--- src/rtl/multicycle_control_unit.sv ---
// Multicycle control unit: sequences fetch/decode/execute/memory/writeback
// for a small RV32-style opcode set, with memory-wait timeout and illegal trap.
// Ports: clk/rst_n; start, halt_req, opcode[6:0], mem_ready in;
//        memory, PC/IR, ALU and writeback controls out; state[2:0]; sticky
//        fault flags illegal and timeout.
module multicycle_control_unit #(
  parameter int MEM_TIMEOUT     = 16,
  parameter bit TRAP_ON_ILLEGAL = 1'b1
) (
  input  logic       clk,
  input  logic       rst_n,
  input  logic       start,
  input  logic       halt_req,
  input  logic [6:0] opcode,
  input  logic       mem_ready,
  output logic       mem_req,
  output logic       mem_we,
  output logic       mem_src_pc,
  output logic       ir_write,
  output logic       pc_write,
  output logic       branch,
  output logic       jump,
  output logic [1:0] alu_op,
  output logic       alu_src1,
  output logic       alu_src2,
  output logic       mem_to_reg,
  output logic       reg_write,
  output logic [2:0] state,
  output logic       illegal,
  output logic       timeout
);

  localparam int CW = (MEM_TIMEOUT > 0) ? $clog2(MEM_TIMEOUT + 1) : 1;
  localparam logic [CW-1:0] TO_MAX = CW'(MEM_TIMEOUT);

  localparam logic [6:0] OP_R      = 7'b0110011;
  localparam logic [6:0] OP_I      = 7'b0010011;
  localparam logic [6:0] OP_LUI    = 7'b0110111;
  localparam logic [6:0] OP_AUIPC  = 7'b0010111;
  localparam logic [6:0] OP_LOAD   = 7'b0000011;
  localparam logic [6:0] OP_STORE  = 7'b0100011;
  localparam logic [6:0] OP_BRANCH = 7'b1100011;
  localparam logic [6:0] OP_JAL    = 7'b1101111;
  localparam logic [6:0] OP_JALR   = 7'b1100111;

  typedef enum logic [2:0] {
    S_IDLE   = 3'd0,
    S_FETCH  = 3'd1,
    S_DECODE = 3'd2,
    S_EXEC   = 3'd3,
    S_MEM    = 3'd4,
    S_WB     = 3'd5,
    S_TRAP   = 3'd6
  } state_t;

  state_t          state_q, state_d;
  logic [6:0]      op_q;
  logic [CW-1:0]   cnt_q;
  logic            illegal_q, timeout_q;
  logic            set_illegal, set_timeout;
  logic            expired;
  logic            legal;
  state_t          boundary;

  always_comb begin
    legal = 1'b0;
    case (opcode)
      OP_R, OP_I, OP_LUI, OP_AUIPC, OP_LOAD,
      OP_STORE, OP_BRANCH, OP_JAL, OP_JALR: legal = 1'b1;
      default:                              legal = 1'b0;
    endcase
  end

  // Expiry only counts when memory is still not ready; a late ready on the
  // expiry cycle wins and completes the access normally.
  assign expired  = (MEM_TIMEOUT != 0) && (cnt_q == TO_MAX) && !mem_ready;
  assign boundary = halt_req ? S_IDLE : S_FETCH;

  always_comb begin
    state_d     = state_q;
    set_illegal = 1'b0;
    set_timeout = 1'b0;
    mem_req     = 1'b0;
    mem_we      = 1'b0;
    mem_src_pc  = 1'b0;
    ir_write    = 1'b0;
    pc_write    = 1'b0;
    branch      = 1'b0;
    jump        = 1'b0;
    alu_op      = 2'b00;
    alu_src1    = 1'b0;
    alu_src2    = 1'b0;
    mem_to_reg  = 1'b0;
    reg_write   = 1'b0;
    case (state_q)
      S_IDLE: begin
        if (start) state_d = S_FETCH;
      end
      S_FETCH: begin
        mem_req    = 1'b1;
        mem_src_pc = 1'b1;
        if (mem_ready) begin
          ir_write = 1'b1;
          pc_write = 1'b1;
          state_d  = S_DECODE;
        end else if (expired) begin
          set_timeout = 1'b1;
          state_d     = S_TRAP;
        end
      end
      S_DECODE: begin
        if (legal) begin
          state_d = S_EXEC;
        end else if (TRAP_ON_ILLEGAL) begin
          set_illegal = 1'b1;
          state_d     = S_TRAP;
        end else begin
          state_d = S_FETCH;
        end
      end
      S_EXEC: begin
        state_d = S_WB;
        case (op_q)
          OP_R:      alu_op = 2'b10;
          OP_I:      begin alu_op = 2'b10; alu_src2 = 1'b1; end
          OP_LUI:    begin alu_op = 2'b11; alu_src2 = 1'b1; end
          OP_AUIPC:  begin alu_op = 2'b00; alu_src1 = 1'b1; alu_src2 = 1'b1; end
          OP_LOAD, OP_STORE: begin
            alu_op   = 2'b00;
            alu_src2 = 1'b1;
            state_d  = S_MEM;
          end
          OP_BRANCH: begin
            alu_op  = 2'b01;
            branch  = 1'b1;
            state_d = boundary;
          end
          OP_JAL:    begin alu_op = 2'b11; alu_src2 = 1'b1; jump = 1'b1; end
          OP_JALR:   begin
            alu_op   = 2'b00;
            alu_src2 = 1'b1;
            branch   = 1'b1;
            jump     = 1'b1;
          end
          default:   state_d = boundary;
        endcase
      end
      S_MEM: begin
        mem_req = 1'b1;
        mem_we  = (op_q == OP_STORE);
        if (mem_ready) begin
          state_d = (op_q == OP_LOAD) ? S_WB : boundary;
        end else if (expired) begin
          set_timeout = 1'b1;
          state_d     = S_TRAP;
        end
      end
      S_WB: begin
        reg_write  = 1'b1;
        mem_to_reg = (op_q == OP_LOAD);
        state_d    = boundary;
      end
      S_TRAP: state_d = S_TRAP;
      default: state_d = S_IDLE;
    endcase
  end

  always_ff @(posedge clk or negedge rst_n) begin
    if (!rst_n) begin
      state_q   <= S_IDLE;
      op_q      <= 7'd0;
      cnt_q     <= '0;
      illegal_q <= 1'b0;
      timeout_q <= 1'b0;
    end else begin
      state_q <= state_d;
      if (state_q == S_DECODE) op_q <= opcode;
      // Counts only while waiting inside a memory phase; any entry or exit
      // leaves it cleared for the next phase.
      if ((state_q == S_FETCH || state_q == S_MEM) && state_d == state_q)
        cnt_q <= cnt_q + CW'(1);
      else
        cnt_q <= '0;
      if (set_illegal) illegal_q <= 1'b1;
      if (set_timeout) timeout_q <= 1'b1;
    end
  end

  assign state   = state_q;
  assign illegal = illegal_q;
  assign timeout = timeout_q;

endmodule
--- config.mk ---
export PLATFORM = sky130hd
export DESIGN_NAME = multicycle_control_unit
export DESIGN_NICKNAME = d
export VERILOG_FILES = /design/src/rtl/multicycle_control_unit.sv
export SDC_FILE = /design/constraint.sdc
export NUM_CORES = 1
export LEC_CHECK = 0
export ABC_AREA = 1
export BUFFER_PORTS_ARGS = -buffer_cell sky130_fd_sc_hd__buf_2
export CORE_MARGIN = 2
export CORE_UTILIZATION = 55
export CTS_BUF_LIST = sky130_fd_sc_hd__clkbuf_8
export DETAILED_ROUTE_END_ITERATION = 16
export PLACE_DENSITY = 0.8
export SKIP_CTS_REPAIR_TIMING = 1
export SYNTH_ARGS = -nofsm -noshare
export SYNTH_HDL_FRONTEND = slang
export SYNTH_SLANG_ARGS = --single-unit
--- constraint.sdc ---
create_clock -name clk -period 1.85 [get_ports clk]
set_input_delay 0 -clock clk [delete_from_list [all_inputs] [get_ports clk]]
set_output_delay 0 -clock clk [all_outputs]
set_load 0.02 [all_outputs]
-- Yosys cells after proc, flatten, opt, wreduce, memory -nomap -nowiden
Cells that the tools add are included.
- flip-flop bits (word level): 17
- bits in latches: 0
- bits in writable memories: 0
- ROM bits: 0
- bits of input ports: 12
- word-level logic and storage cells: 79
- memories: 0
- add/subtract/negate cells: 1
- $mul: 0
- div/mod/pow operators: 0
- magnitude comparators: 0
- equal/unequal tests: 26
- shift operators: 0
- multiplexer cells: 33
- bitwise logic cells: 0
- reductions and logical operators: 14
- operator list (operator ; count):
    equality test 7 x 6 -> 1 bit, second input constant ; 6
    equality test 7 bit, second input constant ; 6
    equality test 7 x 5 -> 1 bit, second input constant ; 4
    2-to-1 mux 1 bit ; 22
    case mux 3 bit (7 select lines) ; 1
    2-to-1 mux 3 bit ; 6
    equality test 7 x 2 -> 1 bit, second input constant ; 2
    OR reduction 2 bit ; 6
    equality test 3 bit, second input constant ; 3
    OR reduction 9 bit ; 1
    OR reduction 7 bit ; 1
    equality test 3 x 2 -> 1 bit, second input constant ; 2
    case mux 2 bit (3 select lines) ; 1
    case mux 3 bit (2 select lines) ; 1
    OR reduction 6 bit ; 1
    adder 5 x 1 -> 5 bit, second input constant ; 1
    equality test 5 bit, second input constant ; 1
    2-to-1 mux 5 bit ; 1
    equality test 3 x 1 -> 1 bit, second input constant ; 1
    equality test 3 bit ; 1
    logical NOT 3 bit ; 1
    logical AND 1 bit ; 2
    2-to-1 mux 2 bit ; 1
    logical NOT 1 bit ; 1
    logical OR 1 bit ; 1

-- Logic depth before layout (Yosys ltp)
Gate-level depths: netlist of the first run.
- depth in word-level cells: 8
- gate-level depth with buffers: 13
- depth with buffers taken out: 13

-- Worst setup path after synthesis of the first run
No wires, ideal clock.
- kind: register -> register
- start: reg state_q[2] (netlist: state[2])
- end: reg cnt_q[2]
- setup time: 0.124 ns
- data arrival time: 1.638 ns
- required time: 1.726 ns
- setup slack: 0.088 ns
- stages on the path, launching flop included: 10
- clock period less this slack: 1.762 ns
- cells stage by stage: dfrtp_1 -> inv_2 -> nand3_2 -> nor2_1 -> nor2_1 -> nand2_1 -> nand2_1 -> and3_1 -> nand3_2 -> nor3_2
- elaborated cells on any way between the ends: 16
- classes of those cells: eq/ne: 7; mux: 6; reduce/logical: 3
- RTL lines (element ; line ; source):
    start, declared ; 56 ; state_t state_q, state_d;
    start signal, assigned ; 176 ; state_q <= state_d;
    equality test 3 bit, or another cell as far along ; 95 ; case (state_q)
    case mux 3 bit (7 select lines) * ; 95 ;
    net state_d[1] ; 56 ;
    equality test 3 bit * ; 180 ; if ((state_q == S_FETCH || state_q == S_MEM) && state_d == state_q)
    logical AND 1 bit * ; 180 ;
    2-to-1 mux 5 bit * ; 180 ;
    end signal, assigned ; 181 ; cnt_q <= cnt_q + CW'(1);
    end, declared ; 58 ; logic [CW-1:0] cnt_q;
The timed path passes the listed nets; every way through them passes the cells marked *.
A chain may end at the register's enable or synchronous reset.

-- Worst setup path in the final report of the first run
- start: reg op_q[4]
- end: reg cnt_q[3]
- cells in the longest elaborated chain, start to end: 7
- elaborated cells on any way between the ends: 17
- classes of those cells: eq/ne: 9; mux: 5; reduce/logical: 3
- ends and longest elaborated chain (element ; line ; source):
    start, declared ; 57 ; logic [6:0] op_q;
    start signal, assigned ; 177 ; if (state_q == S_DECODE) op_q <= opcode;
    equality test 7 bit, or another cell as far along ; 123 ; case (op_q)
    OR reduction 6 bit (no source line), or another cell as far along ; n/a ;
    case mux 3 bit (2 select lines) or 2-to-1 mux 3 bit (tied branches) ; 123, 151 ;
    case mux 3 bit (7 select lines) * ; 95 ;
    net state_d[2] ; 56 ;
    equality test 3 bit * ; 180 ;
    logical AND 1 bit * ; 180 ;
    2-to-1 mux 5 bit * ; 180 ;
Marked as above.

==> results.md, run 1 <==
- Status: complete, but fails checks
- Failing checks: negative hold slack
- Via/cell ratio: just over 5
- Final hold slack: -0.0274 ns
- Clock slew at reported path FFs: 0.07 ns
- Worst EP arrival: 1.81 ns
- Synthesized area: 1200 um^2
- Syn Nets: slightly below 200
- CP required: 1.99 ns
- Post-DP HPWL: about 2100 um
- Drt wl/cell: 11.5 um
- Setup crit end kind: flip-flop
- Vias in the first global route: 1089
- Overflow after GRT: 0
- Least-Margin Pin Slew: 0.398 ns
- Int Pwr: 0.000914 W
- Main synth FF type: dfrtp_1
- Core ar.: approximately 2000 um^2
- Die area: 2570 um^2
- Net Switching: 0.000854 W
- ANT nets after route: 0
- Number of flops mapped to enable cells by yosys: 0
- Tcrit/Tclk final: 0.901
- Synth top area share: 0.355
- Post-Route WL: 2820 um
- CTS Buffer Depth: 2
- GP Congestion: 0.883
- # port buffers: 29
- Chip Height: 50.7 um
- Layout area overhead: 21.7%
- Seq/Total Area, Yosys: 0.355
- Max Freq: 600 MHz
- Startpoint Class: flip-flop
- Yosys top cell by area: dfrtp_1
- Routed vias: 1270
- Largest net degree at the start of global routing: 18
- Design Area, Final: 1460 um^2
- CTS Sinks: 17
- Ports: 30
- Pins over their slew limit: 0
- Ys Warns: 0
- Number of fill cells: 176
- CP Class: reg2reg
- Max-cap violations: 0
- Post-synth cell types: 24
- Placed Area: 1380 um^2
- Initial Util: 0.599
- Synth area leaders: dfrtp_1, nand2_1, nor2_1
- Share of cells above drive strength 1: 0.243
- Initial antenna violation count: 0
- Finished Core Util: 0.729
- Combinational share of power: 0.496
- Iter 0 DRT Violations: 33
- Setup violations, final: 0
- Sequential power share: 0.343
- Final Skew: 0.00633 ns
- DRC Markers: 0
- Overall Global Routing Usage: 0.245
- Min Tclk post-route: 1.67 ns
- Die W: 50.7 um
- Row cnt: 16
- Max_slew headroom: 0.734
- DR pass1 iterations: 4
- Static Leak: 0.813 nW
- Peak supply drop: 677 uV
- Root buffer cell: clkbuf_8
- Htree depth: 1
- Ys async rst share: 1.00
- Clock power share: 0.161
- #FFs+latches synth: 17
- Switching part of the total: 0.483
- Worst skew pair latency: 0.25 ns
- PD cells: between 1000 and 1500 nW/um^2
- First-pass GRT wire length: 4710 um
- Worst-path maximum fanout: 5
- Fin. Hold Viols: 4
- Net count, final: 233
- Worst hold path class: in2reg
- Cts bufs inserted: 3
- Cells after synthesis: 182
- CTS tree: done
- Syn_area_per_cell: 6.59 um^2
- N_diodes: 0
==> synthesized netlist by cell type (2+ instances only) <==
| master | n |
|---|---|
| nor2_1 | 29 |
| o21ai_0 | 9 |
| xor2_1 | 2 |
| nand2_1 | 53 |
| inv_1 | 26 |
| nor3_2 | 5 |
| inv_2 | 6 |
| nand4_1 | 4 |
| dfrtp_1 | 17 |
| a21oi_1 | 3 |
| nand3_1 | 8 |
| ha_1 | 2 |
| nand3_2 | 2 |
| nand2_2 | 2 |
| nor3_1 | 5 |
==> cell families after synthesis <==
family          share of synthesized area
compound gates                     0.0678
fa+ha+maj                          0.0209
xor+xnor                           0.0219
buf+inv                             0.109
simple gates                        0.425
flops                               0.355
==> power groups by stage <==
stage               logic, W  clock network [W]  registers (W)
floorplan           0.000619                  0       0.000615
global placement    0.000838                  0       0.000600
detailed placement  0.000848                  0       0.000610
CTS                 0.000859           0.000286       0.000605
global route        0.000980           0.000302       0.000630
finish              0.000876           0.000284       0.000607
==> layer usage <==
layer  up-vias  wire length (um)  track usage
li1        639                 -            -
met2        42              1340        0.406
met4         0                36       0.0901
met3         6               152       0.0417
met1       583              1290        0.319
met5         -                 0            0
==> path summary, 6_finish.rpt <==
kind | startpoint | endpoint | cells after the start | slack (ns)
setup / recovery | op_q[4] | cnt_q[3] | 11 | 0.18
min in group asynchronous | rst_n | state[1] | 2 | 0.19
hold / removal | opcode[3] | op_q[3] | 3 | -0.03
hold reg to reg | timeout | timeout | 2 | 0.46
max in group asynchronous | rst_n | state[0] | 2 | 1.35
setup reg to reg | op_q[4] | cnt_q[3] | 11 | 0.18
==> per-stage QoR <==
step           setup slack (ns)  hold WS (ns)  total power [W]  cells  setup TNS [ns]
6_report                  0.182       -0.0274          0.00177    245               0
5_1_grt                -0.00217       0.00187          0.00191    245        -0.00217
4_1_cts                   0.137        -0.326          0.00175    241               0
3_5_place_dp              0.199       -0.0492          0.00146    237               0
3_3_place_gp              0.256       -0.0553          0.00144    237               0
2_1_floorplan            0.0884        -0.296          0.00123    182               0
==> worst max-delay path, cell delays in order, from the launching register on <==
cell	delay (ns)
dfrtp_1	0.40
inv_1	0.09
nand3_1	0.14
inv_1	0.07
nand2_1	0.05
nand2_1	0.10
nor2_1	0.11
nand2_1	0.10
nand2_1	0.10
nand4_2	0.11
nor2_4	0.21
nor3_2	0.07
==> layout by cell type, fill, tap and decap left out <==
cell           synthesis  final
nand3_2                2      2
buf_4                  1      2
inv_1                 26     26
nor3_1                 5      5
xnor2_1                1      1
dfrtp_1               17     16
o21ai_0                9      9
inv_2                  6      6
dfrtp_2                0      1
nor2_4                 1      1
o21ai_1                1      1
xor2_1                 2      2
nand3_1                8      8
clkbuf_8               0      3
nand4_2                1      1
a211oi_1               1      1
clkinv_2               0      1
o22a_1                 1      1
and3_1                 1      1
nor2_1                29     29
buf_2                  0     29
ha_1                   2      2
a21oi_1                3      3
nand2_2                2      2
nand4_1                4      4
nand2_1               53     53
nor3_2                 5      5
dlygate4sd3_1          0      3
==> flip-flops by register name, summed over array words and instances (netlist names) <==
register / cells
op_q: 7
cnt_q: 5
state: 3
illegal: 1
timeout: 1
==> final cells by class <==
| class | instances | area (um^2) | share of cell area |
|---|---|---|---|
| Multi-Input combinational cell | 131 | 643 | 0.440 |
| Inverter | 32 | 120 | 0.0823 |
| Clock inverter | 1 | 5.00 | 0.00343 |
| Sequential cell | 17 | 427 | 0.292 |
| Timing Repair Buffer | 34 | 190 | 0.130 |
| Clock buffer | 3 | 41.3 | 0.0283 |
| Tap cell | 27 | 33.8 | 0.0231 |
(Power assumes the default switching activity.)
==> run 2: changes to the inputs <==
Settings changed: CELL_PAD_IN_SITES_DETAIL_PLACEMENT set to 2, CELL_PAD_IN_SITES_GLOBAL_PLACEMENT set to 2, CORE_MARGIN 2 to not set, CORE_UTILIZATION 55 to 29.
==> results.md, run 2 (synthesized netlist as in run 1, its figures left out) <==
- Status: complete, but fails checks
- Failing checks: negative hold slack
- Most common cell after layout, fill and taps aside: nand2_1
- Setup crit end kind: flip-flop
- Ports: 30
- Chip Height: 66.3 um
- Worst hold path class: in2reg
- Pins over their slew limit: 0
- Share of cells above drive strength 1: 0.265
- Hold_sp: opcode[0]
- Hold Path Sink: op_q[0]
- Via/cell ratio: ~4.7
- Post-DP HPWL: between 3000 and 4000 um
- RSZ-0062 raised after global routing: no
- CP startpoint: cnt_q[0]
- Final Total Pwr: 0.00185 W
- Least-Margin Pin Slew: 0.413 ns
- Initial antenna violation count: 0
- Root buffer cell: clkbuf_8
- Clock power share: 0.156
- Switching part of the total: 0.503
- Post-Route WL: between 3000 and 4000 um
- Max Freq: 592 MHz
- Worst skew pair latency: around 0.26 ns
- Fin. Hold Viols: 5
- Initial Util: 0.300
- CTS tree: done
- Reg-to-Reg Start: cnt_q[0]
- Drt wl/cell: around 14 um
- PD cells: 1240 nW/um^2
- Die W: around 66 um
- Tcrit/Tclk final: 0.912
- N_diodes: 0
- Layout area overhead: 24.1%
- CTS Sinks: 17
- Startpoint Class: flip-flop
- Final hold slack: -0.0228 ns
- DR pass1 iterations: 4
- Vias in the first global route: 1355
- Clock slew at reported path FFs: 0.08 ns
- DRC Markers: 0
- CP Class: reg2reg
- Hold depth: 3
- Finished Core Util: 0.372
- Combinational share of power: 0.509
- Routed vias: ~1300
- Worst flop-to-flop path endpoint: cnt_q[1]
- Commonest non-fill, non-tap cells in the layout: nand2_1, buf_2, nor2_1
- Setup violations, final: 0
- Max_slew headroom: 0.725
- Sequential power share: 0.334
- Cts bufs inserted: 3
- Reg2reg path depth: 10
- CTS Buffer Depth: 2
- Max-cap violations: 0
- Net Switching: 0.000931 W
- Max FFs per register: 7
- GP Congestion: 0.759
- Int Pwr: ~0.0009 W
- Overflow after GRT: 0
- Largest net degree at the start of global routing: 18
- CP required: 2.00 ns
- Final worst slack: ~0.16 ns
- Iter 0 DRT Violations: 23
- Worst-path maximum fanout: 5
- Final Skew: 0.0128 ns
- Die area: 4400 um^2
- Peak supply drop: approximately 360 uV
- # port buffers: 29
- Worst EP arrival: between 1.5 and 2 ns
- Htree depth: 1
- First-pass GRT wire length: 6220 um
- Top reg by flops: op_q
- Setup TNS: 0 ns
- Row cnt: 23
- Min Tclk post-route: 1.69 ns
- Net count, final: between 200 and 250
- DP Worst Slack: 0.156 ns
- Overall Global Routing Usage: 0.188
- Reg2reg setup slack: 0.16 ns
- ANT nets after route: 0
- Static Leak: roughly 0.81 nW
- Core ar.: about 4000 um^2
==> run 2: how the worst max path moves through the flow <==
stage / endpoint / slack, ns / cells past startpoint
finish: cnt_q[1] / 0.16 / 10
CTS: branch / -0.02 / 5
global route: cnt_q[0] / 0.009 / 9
floorplan: cnt_q[2] / 0.09 / 9
detailed placement: cnt_q[1] / 0.16 / 9
global placement: cnt_q[3] / 0.23 / 9
==> run 2: final cells by class <==
class / count / area, um^2
well taps: 50 / 62.6
clock buffers: 3 / 41.3
multi-input cells: 131 / 668
fillers: 489 / 2510
repair buffers: 31 / 163
inverters: 32 / 120
flip-flops and latches: 17 / 429
clock inverters: 1 / 5.00
==> run 2: worst max-delay path, stage by stage, from the launching register on <==
cell and delay, ns:
dfrtp_2 0.41, inv_1 0.05, ha_1 0.20, nand2_1 0.07, nor2_1 0.06, o21ai_1 0.18, nand2_1 0.10, inv_2 0.06
nand4_2 0.14, nor2_4 0.24, nor3_2 0.07
==> run 2: power groups by stage <==
stage | Sequential, W | Clock (W) | Combinational (W)
final | 0.000619 | 0.000289 | 0.000943
after global routing | 0.000640 | 0.000310 | 0.00108
after CTS | 0.000609 | 0.000294 | 0.000911
after detailed placement | 0.000615 | 0 | 0.000906
after global placement | 0.000600 | 0 | 0.000864
after floorplan | 0.000615 | 0 | 0.000619
==> run 2: per-layer routing <==
metal	track usage	share of wire
met5	0	0
met4	0.0585	0.012
met3	0.0224	0.020
met2	0.334	0.52
met1	0.234	0.45
==> run 2: stage by stage <==
stage               std cells  instance area [um^2]  hold slack (ns)
detailed placement        260                  1400          -0.0439
floorplan                 182                  1200           -0.296
global route              265                  1490          0.00455
CTS                       264                  1450           -0.326
global placement          260                  1400          -0.0508
finish                    265                  1490          -0.0228
